`src/rtl/vidaddr_if.sv`:
```
// vidaddr_if: bundles the CPU register-access bus and the video fetch
// request channel of the video address counter.
//   cpu_sel/cpu_we/cpu_a/cpu_di : register access from the CPU side
//   cpu_do                      : registered read data back to the CPU
//   vid_req/vid_addr            : fetch request towards the RAM arbiter
//   vid_ack                     : arbiter acceptance of the request
//   overrun                     : sticky missed-slot flag
// Modports:
//   slave  - the vidaddr block (responds to CPU accesses, raises requests)
//   master - the surrounding system (CPU and RAM arbiter)
interface vidaddr_if #(
    parameter int AW = 21
);
    logic          cpu_sel;
    logic          cpu_we;
    logic [3:0]    cpu_a;
    logic [7:0]    cpu_di;
    logic [7:0]    cpu_do;
    logic          vid_req;
    logic [AW-1:0] vid_addr;
    logic          vid_ack;
    logic          overrun;

    modport slave (
        input  cpu_sel,
        input  cpu_we,
        input  cpu_a,
        input  cpu_di,
        input  vid_ack,
        output cpu_do,
        output vid_req,
        output vid_addr,
        output overrun
    );

    modport master (
        output cpu_sel,
        output cpu_we,
        output cpu_a,
        output cpu_di,
        output vid_ack,
        input  cpu_do,
        input  vid_req,
        input  vid_addr,
        input  overrun
    );
endinterface

```
`src/rtl/vidaddr.sv`:
```
// vidaddr: video word-address counter and fetch requester.
// Tracks the screen word address, reloads it from the CPU-programmed base
// at each vertical sync falling edge, and raises one fetch request per
// 4-clock slot while display is enabled.
// Ports:
//   m2clock  - system clock, all state on rising edge
//   resb     - asynchronous active-low reset
//   de       - display enable from the timing generator
//   vsync_n  - vertical sync (active low) from the timing generator
//   bus      - vidaddr_if.slave: CPU register bus + fetch request channel
// Register map (byte offsets): $1 base[21:16], $3 base[15:8],
//   $5/$7/$9 counter [21:16]/[15:8]/[7:0] (read-only, reading $5 clears
//   overrun), $D base[7:1] and $F line offset (scroll build only).
// Build option: define VIDADDR_STE_SCROLL_EN to enable the writable low
//   base byte and the per-line offset add on the falling edge of de.
// The register map assumes AW = 21 (word address = byte address 21:1).
module vidaddr #(
    parameter int AW = 21
) (
    input  logic     m2clock,
    input  logic     resb,
    input  logic     de,
    input  logic     vsync_n,
    vidaddr_if.slave bus
);

    typedef enum logic [0:0] {
        IDLE = 1'b0,
        PEND = 1'b1
    } state_t;

    state_t        state_r;
    state_t        state_n_s;
    logic [1:0]    phase_r;
    logic          vs_r;
    logic          vs_d_r;
    logic [5:0]    base_hi_r;
    logic [7:0]    base_mid_r;
    logic [AW-1:0] counter_r;
    logic [AW-1:0] counter_n_s;
    logic [AW-1:0] vid_addr_r;
    logic [AW-1:0] addr_n_s;
    logic          vid_req_r;
    logic          req_n_s;
    logic          overrun_r;
    logic          overrun_n_s;
    logic [7:0]    cpu_do_r;
    logic [7:0]    rd_data_s;
    logic          slot_s;
    logic          vload_s;
    logic          rd_s;
    logic          wr_s;
    logic          inc_s;
    logic          ovr_set_s;
    logic [6:0]    base_lo_s;
    logic [7:0]    offset_s;
    logic          de_fall_s;
    logic [AW-1:0] base_word_s;

    assign slot_s  = (phase_r == 2'd3) && de;
    // vsync_n is sampled into vs_r; the edge is detected between the two
    // registered copies, so the reload lands two edges after the fall.
    assign vload_s = vs_d_r & ~vs_r;
    assign rd_s    = bus.cpu_sel & ~bus.cpu_we;
    assign wr_s    = bus.cpu_sel & bus.cpu_we;

`ifdef VIDADDR_STE_SCROLL_EN
    logic [6:0] base_lo_r;
    logic [7:0] offset_r;
    logic       de_d_r;

    // Low base byte, line offset and registered de for falling-edge detect
    always_ff @(posedge m2clock or negedge resb) begin
        if (!resb) begin
            base_lo_r <= 7'd0;
            offset_r  <= 8'd0;
            de_d_r    <= 1'b0;
        end else begin
            de_d_r <= de;
            if (wr_s && (bus.cpu_a == 4'hD)) begin
                base_lo_r <= bus.cpu_di[7:1];
            end
            if (wr_s && (bus.cpu_a == 4'hF)) begin
                offset_r <= bus.cpu_di;
            end
        end
    end

    assign base_lo_s = base_lo_r;
    assign offset_s  = offset_r;
    assign de_fall_s = de_d_r & ~de;
`else
    assign base_lo_s = 7'd0;
    assign offset_s  = 8'd0;
    assign de_fall_s = 1'b0;
`endif

    assign base_word_s = AW'({base_hi_r, base_mid_r, base_lo_s});

    // CPU read data multiplexer; unmapped offsets read zero
    always_comb begin
        rd_data_s = 8'h00;
        case (bus.cpu_a)
            4'h1:    rd_data_s = {2'b00, base_hi_r};
            4'h3:    rd_data_s = base_mid_r;
            4'h5:    rd_data_s = {2'b00, counter_r[20:15]};
            4'h7:    rd_data_s = counter_r[14:7];
            4'h9:    rd_data_s = {counter_r[6:0], 1'b0};
            4'hD:    rd_data_s = {base_lo_s, 1'b0};
            4'hF:    rd_data_s = offset_s;
            default: rd_data_s = 8'h00;
        endcase
    end

    // Request FSM next state, request outputs and counter-increment strobe
    always_comb begin
        state_n_s = state_r;
        req_n_s   = vid_req_r;
        addr_n_s  = vid_addr_r;
        inc_s     = 1'b0;
        ovr_set_s = 1'b0;
        case (state_r)
            IDLE: begin
                if (slot_s) begin
                    state_n_s = PEND;
                    req_n_s   = 1'b1;
                    addr_n_s  = counter_r;
                end else begin
                    req_n_s   = 1'b0;
                end
            end
            PEND: begin
                if (bus.vid_ack) begin
                    inc_s = 1'b1;
                    // A reload coinciding with the ack always ends the request
                    if (slot_s && !vload_s) begin
                        state_n_s = PEND;
                        req_n_s   = 1'b1;
                        addr_n_s  = counter_r + AW'(1'b1);
                    end else begin
                        state_n_s = IDLE;
                        req_n_s   = 1'b0;
                    end
                end else if (slot_s) begin
                    ovr_set_s = 1'b1;
                end else begin
                    ovr_set_s = 1'b0;
                end
            end
            default: begin
                state_n_s = IDLE;
                req_n_s   = 1'b0;
            end
        endcase
    end

    // Counter next value: reload beats increment and line-offset add
    always_comb begin
        counter_n_s = counter_r;
        if (vload_s) begin
            counter_n_s = base_word_s;
        end else begin
            counter_n_s = counter_r
                        + (inc_s ? AW'(1'b1) : AW'(1'b0))
                        + (de_fall_s ? AW'(offset_s) : AW'(1'b0));
        end
    end

    // Sticky overrun: a set in the same cycle beats the clear-on-read of $5
    always_comb begin
        overrun_n_s = overrun_r;
        if (ovr_set_s) begin
            overrun_n_s = 1'b1;
        end else if (rd_s && (bus.cpu_a == 4'h5)) begin
            overrun_n_s = 1'b0;
        end else begin
            overrun_n_s = overrun_r;
        end
    end

    // Slot phase, vsync sampling, FSM state, counter and request outputs
    always_ff @(posedge m2clock or negedge resb) begin
        if (!resb) begin
            phase_r    <= 2'd0;
            vs_r       <= 1'b0;
            vs_d_r     <= 1'b0;
            state_r    <= IDLE;
            vid_req_r  <= 1'b0;
            vid_addr_r <= '0;
            counter_r  <= '0;
            overrun_r  <= 1'b0;
        end else begin
            phase_r    <= phase_r + 2'd1;
            vs_r       <= vsync_n;
            vs_d_r     <= vs_r;
            state_r    <= state_n_s;
            vid_req_r  <= req_n_s;
            vid_addr_r <= addr_n_s;
            counter_r  <= counter_n_s;
            overrun_r  <= overrun_n_s;
        end
    end

    // CPU-visible base registers and registered read data
    always_ff @(posedge m2clock or negedge resb) begin
        if (!resb) begin
            base_hi_r  <= 6'd0;
            base_mid_r <= 8'd0;
            cpu_do_r   <= 8'h00;
        end else begin
            if (wr_s && (bus.cpu_a == 4'h1)) begin
                base_hi_r <= bus.cpu_di[5:0];
            end
            if (wr_s && (bus.cpu_a == 4'h3)) begin
                base_mid_r <= bus.cpu_di;
            end
            if (rd_s) begin
                cpu_do_r <= rd_data_s;
            end
        end
    end

    assign bus.cpu_do   = cpu_do_r;
    assign bus.vid_req  = vid_req_r;
    assign bus.vid_addr = vid_addr_r;
    assign bus.overrun  = overrun_r;

endmodule

```
`src/flat_wrapper.sv`:
```
// flat-port wrapper written by rule: the top's interface ports become plain ports
module vidaddr_flat 
#(
    parameter int AW = 21
)
  (m2clock, resb, de, vsync_n, bus_cpu_sel, bus_cpu_we, bus_cpu_a, bus_cpu_di, bus_vid_ack, bus_cpu_do, bus_vid_req, bus_vid_addr, bus_overrun);
  vidaddr_if #(.AW(AW)) bus_i ();
  input  logic m2clock;
  input  logic resb;
  input  logic de;
  input  logic vsync_n;
  input wire logic [$bits(bus_i.cpu_sel)-1:0] bus_cpu_sel;
  input wire logic [$bits(bus_i.cpu_we)-1:0] bus_cpu_we;
  input wire logic [$bits(bus_i.cpu_a)-1:0] bus_cpu_a;
  input wire logic [$bits(bus_i.cpu_di)-1:0] bus_cpu_di;
  input wire logic [$bits(bus_i.vid_ack)-1:0] bus_vid_ack;
  output wire logic [$bits(bus_i.cpu_do)-1:0] bus_cpu_do;
  output wire logic [$bits(bus_i.vid_req)-1:0] bus_vid_req;
  output wire logic [$bits(bus_i.vid_addr)-1:0] bus_vid_addr;
  output wire logic [$bits(bus_i.overrun)-1:0] bus_overrun;
  assign bus_i.cpu_sel = bus_cpu_sel;
  assign bus_i.cpu_we = bus_cpu_we;
  assign bus_i.cpu_a = bus_cpu_a;
  assign bus_i.cpu_di = bus_cpu_di;
  assign bus_i.vid_ack = bus_vid_ack;
  assign bus_cpu_do = bus_i.cpu_do;
  assign bus_vid_req = bus_i.vid_req;
  assign bus_vid_addr = bus_i.vid_addr;
  assign bus_overrun = bus_i.overrun;
  vidaddr #(.AW(AW)) u_core (.m2clock(m2clock), .resb(resb), .de(de), .vsync_n(vsync_n), .bus(bus_i));
endmodule
```
`config.mk`:
```
export PLATFORM = sky130hd
export DESIGN_NAME = vidaddr_flat
export DESIGN_NICKNAME = d
export VERILOG_FILES = /design/src/rtl/vidaddr_if.sv /design/src/rtl/vidaddr.sv /design/src/flat_wrapper.sv
export SDC_FILE = /design/constraint.sdc
export NUM_CORES = 1
export LEC_CHECK = 0
export CAP_MARGIN = 10
export CORE_ASPECT_RATIO = 2
export CORE_UTILIZATION = 50
export DETAILED_ROUTE_END_ITERATION = 8
export PLACE_DENSITY = 0.77
export SLEW_MARGIN = 20
export SYNTH_ARGS = -nofsm -noshare
export SYNTH_HDL_FRONTEND = slang
export SYNTH_SLANG_ARGS = --single-unit
```
`constraint.sdc`:
```
create_clock -name m2clock -period 1.7 [get_ports m2clock]
set_input_delay 0.51 -clock m2clock [delete_from_list [all_inputs] [get_ports m2clock]]
set_output_delay 0.51 -clock m2clock [all_outputs]
set_load 0.02 [all_outputs]
```
==> results of run 1 <==
==> cell families after synthesis <==
kind of cell	share of synthesized area (%)
AOI/OAI and AO/OA	9.217
xor gates and xnor gates	8.777
adders and majority gates	1.356
buffers and inverters	3.998
DFF	48.12
muxes	8.472
and+or+nand+nor	20.06
==> layout by cell type, fill, tap and decap left out, types with 3 or more instances in the layout <==
master           instances
a21oi_1                 30
buf_12                   4
buf_4                   43
buf_6                    3
clkbuf_16                9
clkdlybuf4s50_1         12
dfrtp_1                 66
dfrtp_2                  5
dlygate4sd2_1           31
dlymetal6s2s_1           4
inv_1                    3
mux2_1                   6
mux2_4                   8
mux2i_1                 11
nand2_1                 45
nand2b_1                 3
nand3_1                  3
nand4_1                  7
nand4_4                  4
nor2_1                  41
nor3_1                   7
nor3_2                   3
nor4_2                   4
o21ai_1                 17
o221ai_1                 4
xnor2_1                 22
xor2_1                  14
==> registers in the layout, indices dropped and copies added (netlist names), 2 cells and up <==
register / cells
u_core.bus.vid_addr: 21
u_core.counter_r: 21
u_core.base_hi_r: 6
u_core.base_mid_r: 8
u_core.bus.cpu_do: 8
u_core.phase_r: 2
==> timing repair <==
item | CTS | global route
pin swaps | 2 | 5
buffers inserted | 1 | 0
setup endpoints to repair | 58 | 27
resized for setup | 39 | 31
==> routing by layer <==
metal | vias up | share of wire, % | GRT usage [%]
li1 | 1436 | - | -
met1 | 1472 | 37 | 28.67
met2 | 113 | 53 | 45.86
met3 | 37 | 4.5 | 5.443
met4 | 0 | 5.2 | 18.60
met5 | - | 0 | 0
==> cell type report <==
cell class | instances | area share [%]
clock inverter | 1 | 0.09998
tap | 92 | 2.299
multi-input combinational | 268 | 38.82
clock buffer | 13 | 5.199
timing repair buffer | 99 | 17.75
inverter | 3 | 0.2249
sequential | 71 | 35.62
==> critical path, stage by stage <==
cell,delay (ns)
clkdlybuf4s50_1,0.51
buf_6,0.16
mux2i_1,0.21
nor2_1,0.07
a21oi_1,0.23
o221ai_1,0.17
==> report_power, final <==
part / total (uW) / internal [uW] / switching (uW) / leakage [uW]
Clock: 1710 / 1050 / 659 / 0.000132
Sequential: 2220 / 1930 / 293 / 0.000903
Combinational: 970 / 483 / 487 / 0.00124
Total: 4900 / 3460 / 1440 / 0.00228
==> worst paths after layout <==
path,from,to,cells after the start
max,bus_cpu_a[3],u_core.bus.cpu_do[4]$_DFFE_PN0P_,6
min,resb,u_core.bus.vid_addr[12]$_DFFE_PN0P_,2
max reg2reg,u_core.state_r$_DFF_PN0_,u_core.counter_r[18]$_DFF_PN0_,8
min reg2reg,u_core.vs_r$_DFF_PN0_,u_core.vs_d_r$_DFF_PN0_,0
max in group asynchronous,resb,u_core.counter_r[0]$_DFF_PN0_,2
min in group m2clock,u_core.vs_r$_DFF_PN0_,u_core.vs_d_r$_DFF_PN0_,0
==> through the flow <==
step	area (sq um)	hold WS, ns	worst slack (ns)	total power, uW
2_1_floorplan	3737	0.2144	-0.01196	2712
3_5_place_dp	4623	0.4088	-0.6601	3211
4_1_cts	4891	0.2107	0.006191	4852
6_report	5006	0.1991	0.02704	4899
3_3_place_gp	4623	0.4050	-0.5867	3175
5_1_grt	5006	0.2378	-0.02981	5101
==> impl_metrics.yaml, run 1 <==
flow_run:
  drv_cap: 0
sta:
  post-route-period-util_pct: 98.41
  slew_viol_final: 0
  worst_pin_slew_ns: 0.3764
  min_period_ns: 1.673
  slew_headroom_pct: 74.90
  finalSetupViolations: 0
  totalNegativeSetupSlack_ns: 0
  skew_ns: 0.005833
  final_hold_viol_count: 0
  fmax_ghz: 0.5977
global_routing:
  grt_max_degree: 72
  grt_pass1_vias: 3082
  grt_overflow_total: 0
  antenna_found_initial: 0
  grt_usage_pct: 26.50
  grt_pass1_wl_microns: 15370
synth:
  ys_types: 40
  synth.net_count: 394
  yosys.area.top_type: "dfrtp_1"
  ys_top_cells_by_count: "71 x dfrtp_1, 45 x nand2_1, 41 x nor2_1, 32 x a21oi_1, 22 x xnor2_1"
  synthTopCellsByArea: "dfrtp_1 48%, xnor2_1 5.2%, nand2_1 4.6%, a21oi_1 4.3%, mux2_1 4.3%"
  ys_warn_count: 0
  syn-mean-instance-area_sq_um: 9.952
  synth.ff_latch_count: 71
  postSynthCellCount: 371
  syn_area_sq_um: 3692
  yosysSeqAreaShare_pct: 48.12
  synth.most_common_cell: "dfrtp_1"
  synth_top_flop_cell: "dfrtp_1"
  synth-edff-count: 0
  netlist.area_leader.share_pct: 48.12
  async_reset_ff_share_pct: 100.0
outcome:
  violations: "DRC"
  status: "finished, violations left"
detailed_routing:
  first_iter_violations: 188
  drc_errors: 1
  wl_per_cell_microns: 16.88
  totalWireLength_microns: 9236
  vias: 3058
  firstDrtPassIters: 6
  antenna_left: 0
  vias_per_cell: 5.590
clock_network:
  clk_pin_slew_ns: 0.05
  cts-root-buf: "clkbuf_16"
  cts_hold_buf: 0
  clk_path_buf_depth: 2
  cts.sinks: 71
  clock_latency_ns: 0.34
  cts_tree: "yes"
  htree_levels: 3
  numCtsBuffers: 9
power:
  powerDensity_nw_per_um2: 978.6
  p_leak_uw: 0.002276
  ir_drop_mv: 0.7038
layout:
  final_cells: 547
  fillers: 525
  final_nets: 475
  multi_input_area_sq_um: 1943
  seqCellArea_sq_um: 1783
  areaGrowthSynthToFinish_pct: 35.58
  antenna_cells: 0
  drive_gt1_share_pct: 24.40
  postLayoutCoreUtil_pct: 69.41
setup_path:
  r2r_setup_slack_ns: 0.09
  start_kind: "input port"
  path_class: "input port to flip-flop"
  cp_max_fo: 7
  required_ns: 1.89
  arrival_ns: 1.86
  endpoint_kind: "flip-flop"
placement:
  gp_congestion: 0.8764
  dp_hpwl_microns: 6548
  dp.cells: 532
  io_buffers: 49
die:
  die_area_sq_um: 7753
  die_height_microns: 123.5
  pin_count: 50
  die_w_microns: 62.77
  start_util_pct: 51.20
  rows: 44
  core-area_sq_um: 7212
hold_path:
  hold_class: "input port to asynchronous set/reset pin"
Note: power is estimated with default switching activity, not from simulation.
==> run 2, diff against run 1 <==
RECOVER_POWER = 100   (was not set)
==> run 2 against run 1 <==
Compared with the run above: the run still ends with DRC left; via count is 0.13% lower; clock power hardly changed; worst hold slack better by 0.22 ns; fmax is 1.2% higher; first-iteration DRC count is 14% lower; sequential power hardly changed; highest routed layer unchanged.
==> impl_metrics.yaml, run 2 (synthesis results as in run 1) <==
outcome:
  violations: "DRC"
  status: "finished, violations left"
layout:
  drive_gt1_share_pct: 23.74
  final_cells: 547
  antenna_cells: 0
  final_cell_mix: "66 x dfrtp_1, 45 x nand2_1, 41 x nor2_1"
  areaGrowthSynthToFinish_pct: 34.16
  final_nets: 475
  layout_commonest_cell: "dfrtp_1"
  postLayoutCoreUtil_pct: 68.68
  final_area_sq_um: 4954
sta:
  skew_ns: 0.005334
  slew_viol_final: 0
  final_hold_viol_count: 0
  worst_pin_slew_ns: 0.9577
  min_period_ns: 1.653
  fmax_ghz: 0.6050
  totalNegativeSetupSlack_ns: 0
  finalSetupViolations: 0
  slew_headroom_pct: 36.15
  post-route-period-util_pct: 97.23
die:
  die_w_microns: 62.77
  die_height_microns: 123.5
  pin_count: 50
  start_util_pct: 51.20
  rows: 44
  core-area_sq_um: 7212
  die_area_sq_um: 7753
detailed_routing:
  drc_errors: 1
  first_iter_violations: 161
  vias_per_cell: 5.583
  antenna_left: 0
  totalWireLength_microns: 9211
  firstDrtPassIters: 6
  vias: 3054
  wl_per_cell_microns: 16.84
clock_network:
  numCtsBuffers: 9
  clk_pin_slew_ns: 0.05
  clock_latency_ns: 0.33
  cts.sinks: 71
  cts_hold_buf: 0
  htree_levels: 3
  cts_tree: "yes"
  clk_path_buf_depth: 2
  cts-root-buf: "clkbuf_16"
power:
  p_leak_uw: 0.002244
  ir_drop_mv: 0.6927
  powerDensity_nw_per_um2: 985.8
global_routing:
  grt_pass1_vias: 3082
  grt_usage_pct: 26.50
  grt_max_degree: 72
  grt_pass1_wl_microns: 15370
  grt_overflow_total: 0
  antenna_found_initial: 0
placement:
  gp_congestion: 0.8764
  dp.cells: 532
  placed_area_sq_um: 4623
  io_buffers: 49
  dp_hpwl_microns: 6548
setup_path:
  path_class: "input port to flip-flop"
  start_kind: "input port"
  endpoint_kind: "flip-flop"
  required_ns: 1.89
  cp_max_fo: 7
  arrival_ns: 1.85
hold_path:
  hold_class: "flip-flop to flip-flop"
flow_run:
  drv_cap: 0
-- run 2: changes by cell type in the layout (fill, tap and decap cells not counted), sizes merged --
cell           change
buf                -9
clkbuf             +9
clkdlybuf4s50      -1
dlygate4sd3        +1
-- run 2: final cells by class --
class | count | area, sq um
clock buffers | 13 | 260.3
clock inverters | 1 | 5.005
multi-input cells | 268 | 1931
flip-flops and latches | 71 | 1783
fillers | 539 | 2258
well taps | 92 | 115.1
repair buffers | 99 | 848.3
inverters | 3 | 11.26
-- run 2: worst paths after layout --
kind / start / endpoint / slack, ns / depth (start not counted)
worst max-delay path: bus_cpu_a[3] / u_core.bus.cpu_do[4]$_DFFE_PN0P_ / 0.05 / 6
worst min register to register: u_core.vs_r$_DFF_PN0_ / u_core.vs_d_r$_DFF_PN0_ / 0.42 / 0
min in group asynchronous: resb / u_core.counter_r[12]$_DFF_PN0_ / 0.44 / 2
worst min-delay path: u_core.vs_r$_DFF_PN0_ / u_core.vs_d_r$_DFF_PN0_ / 0.42 / 0
max in group asynchronous: resb / u_core.counter_r[0]$_DFF_PN0_ / 0.59 / 2
worst max register to register: u_core.counter_r[8]$_DFF_PN0_ / u_core.bus.vid_addr[13]$_DFFE_PN0P_ / 0.06 / 5
-- run 2: critical path, cell delays in order --
cell and delay (ns):
clkdlybuf4s50_1 0.52, buf_6 0.16, mux2i_1 0.21, nor2_1 0.07, a21oi_1 0.21, o221ai_1 0.17
-- run 2: power breakdown --
group / internal (uW) / total (uW) / switching, uW
Combinational: 476 / 957 / 481
Sequential: 1930 / 2220 / 293
Clock: 1050 / 1700 / 655
-- run 2: what timing repair did --
item                                   CTS  global route
pin swaps                                2             5
setup endpoints to repair               58            27
gates resized for setup                 39            31
endpoints found under the hold margin    0             0
setup buffers                            1             0
gates cloned                             0             0
-- run 2: per-layer routing --
layer	up-vias	GRT usage [%]	part of all wire (%)
met4	0	18.60	5.2
met1	1473	28.67	37
li1	1437	-	-
met3	38	5.443	4.7
met5	-	0	0
met2	106	45.86	53
-- run 2: stage by stage --
| stage | worst slack, ns | total power, uW | hold WS [ns] |
|---|---|---|---|
| after floorplan | -0.01196 | 2712 | 0.2144 |
| after global placement | -0.5867 | 3175 | 0.4050 |
| after detailed placement | -0.6601 | 3211 | 0.4088 |
| after CTS | 0.006191 | 4852 | 0.2107 |
| after global routing | -0.02981 | 5090 | 0.4345 |
| final | 0.04706 | 4883 | 0.4205 |
==> run 3, diff against run 2 <==
CTS_CLUSTER_DIAMETER = 30   (was not set)
==> results of run 3 <==
Final layout, timing and power as in run 2 (identical DEF).
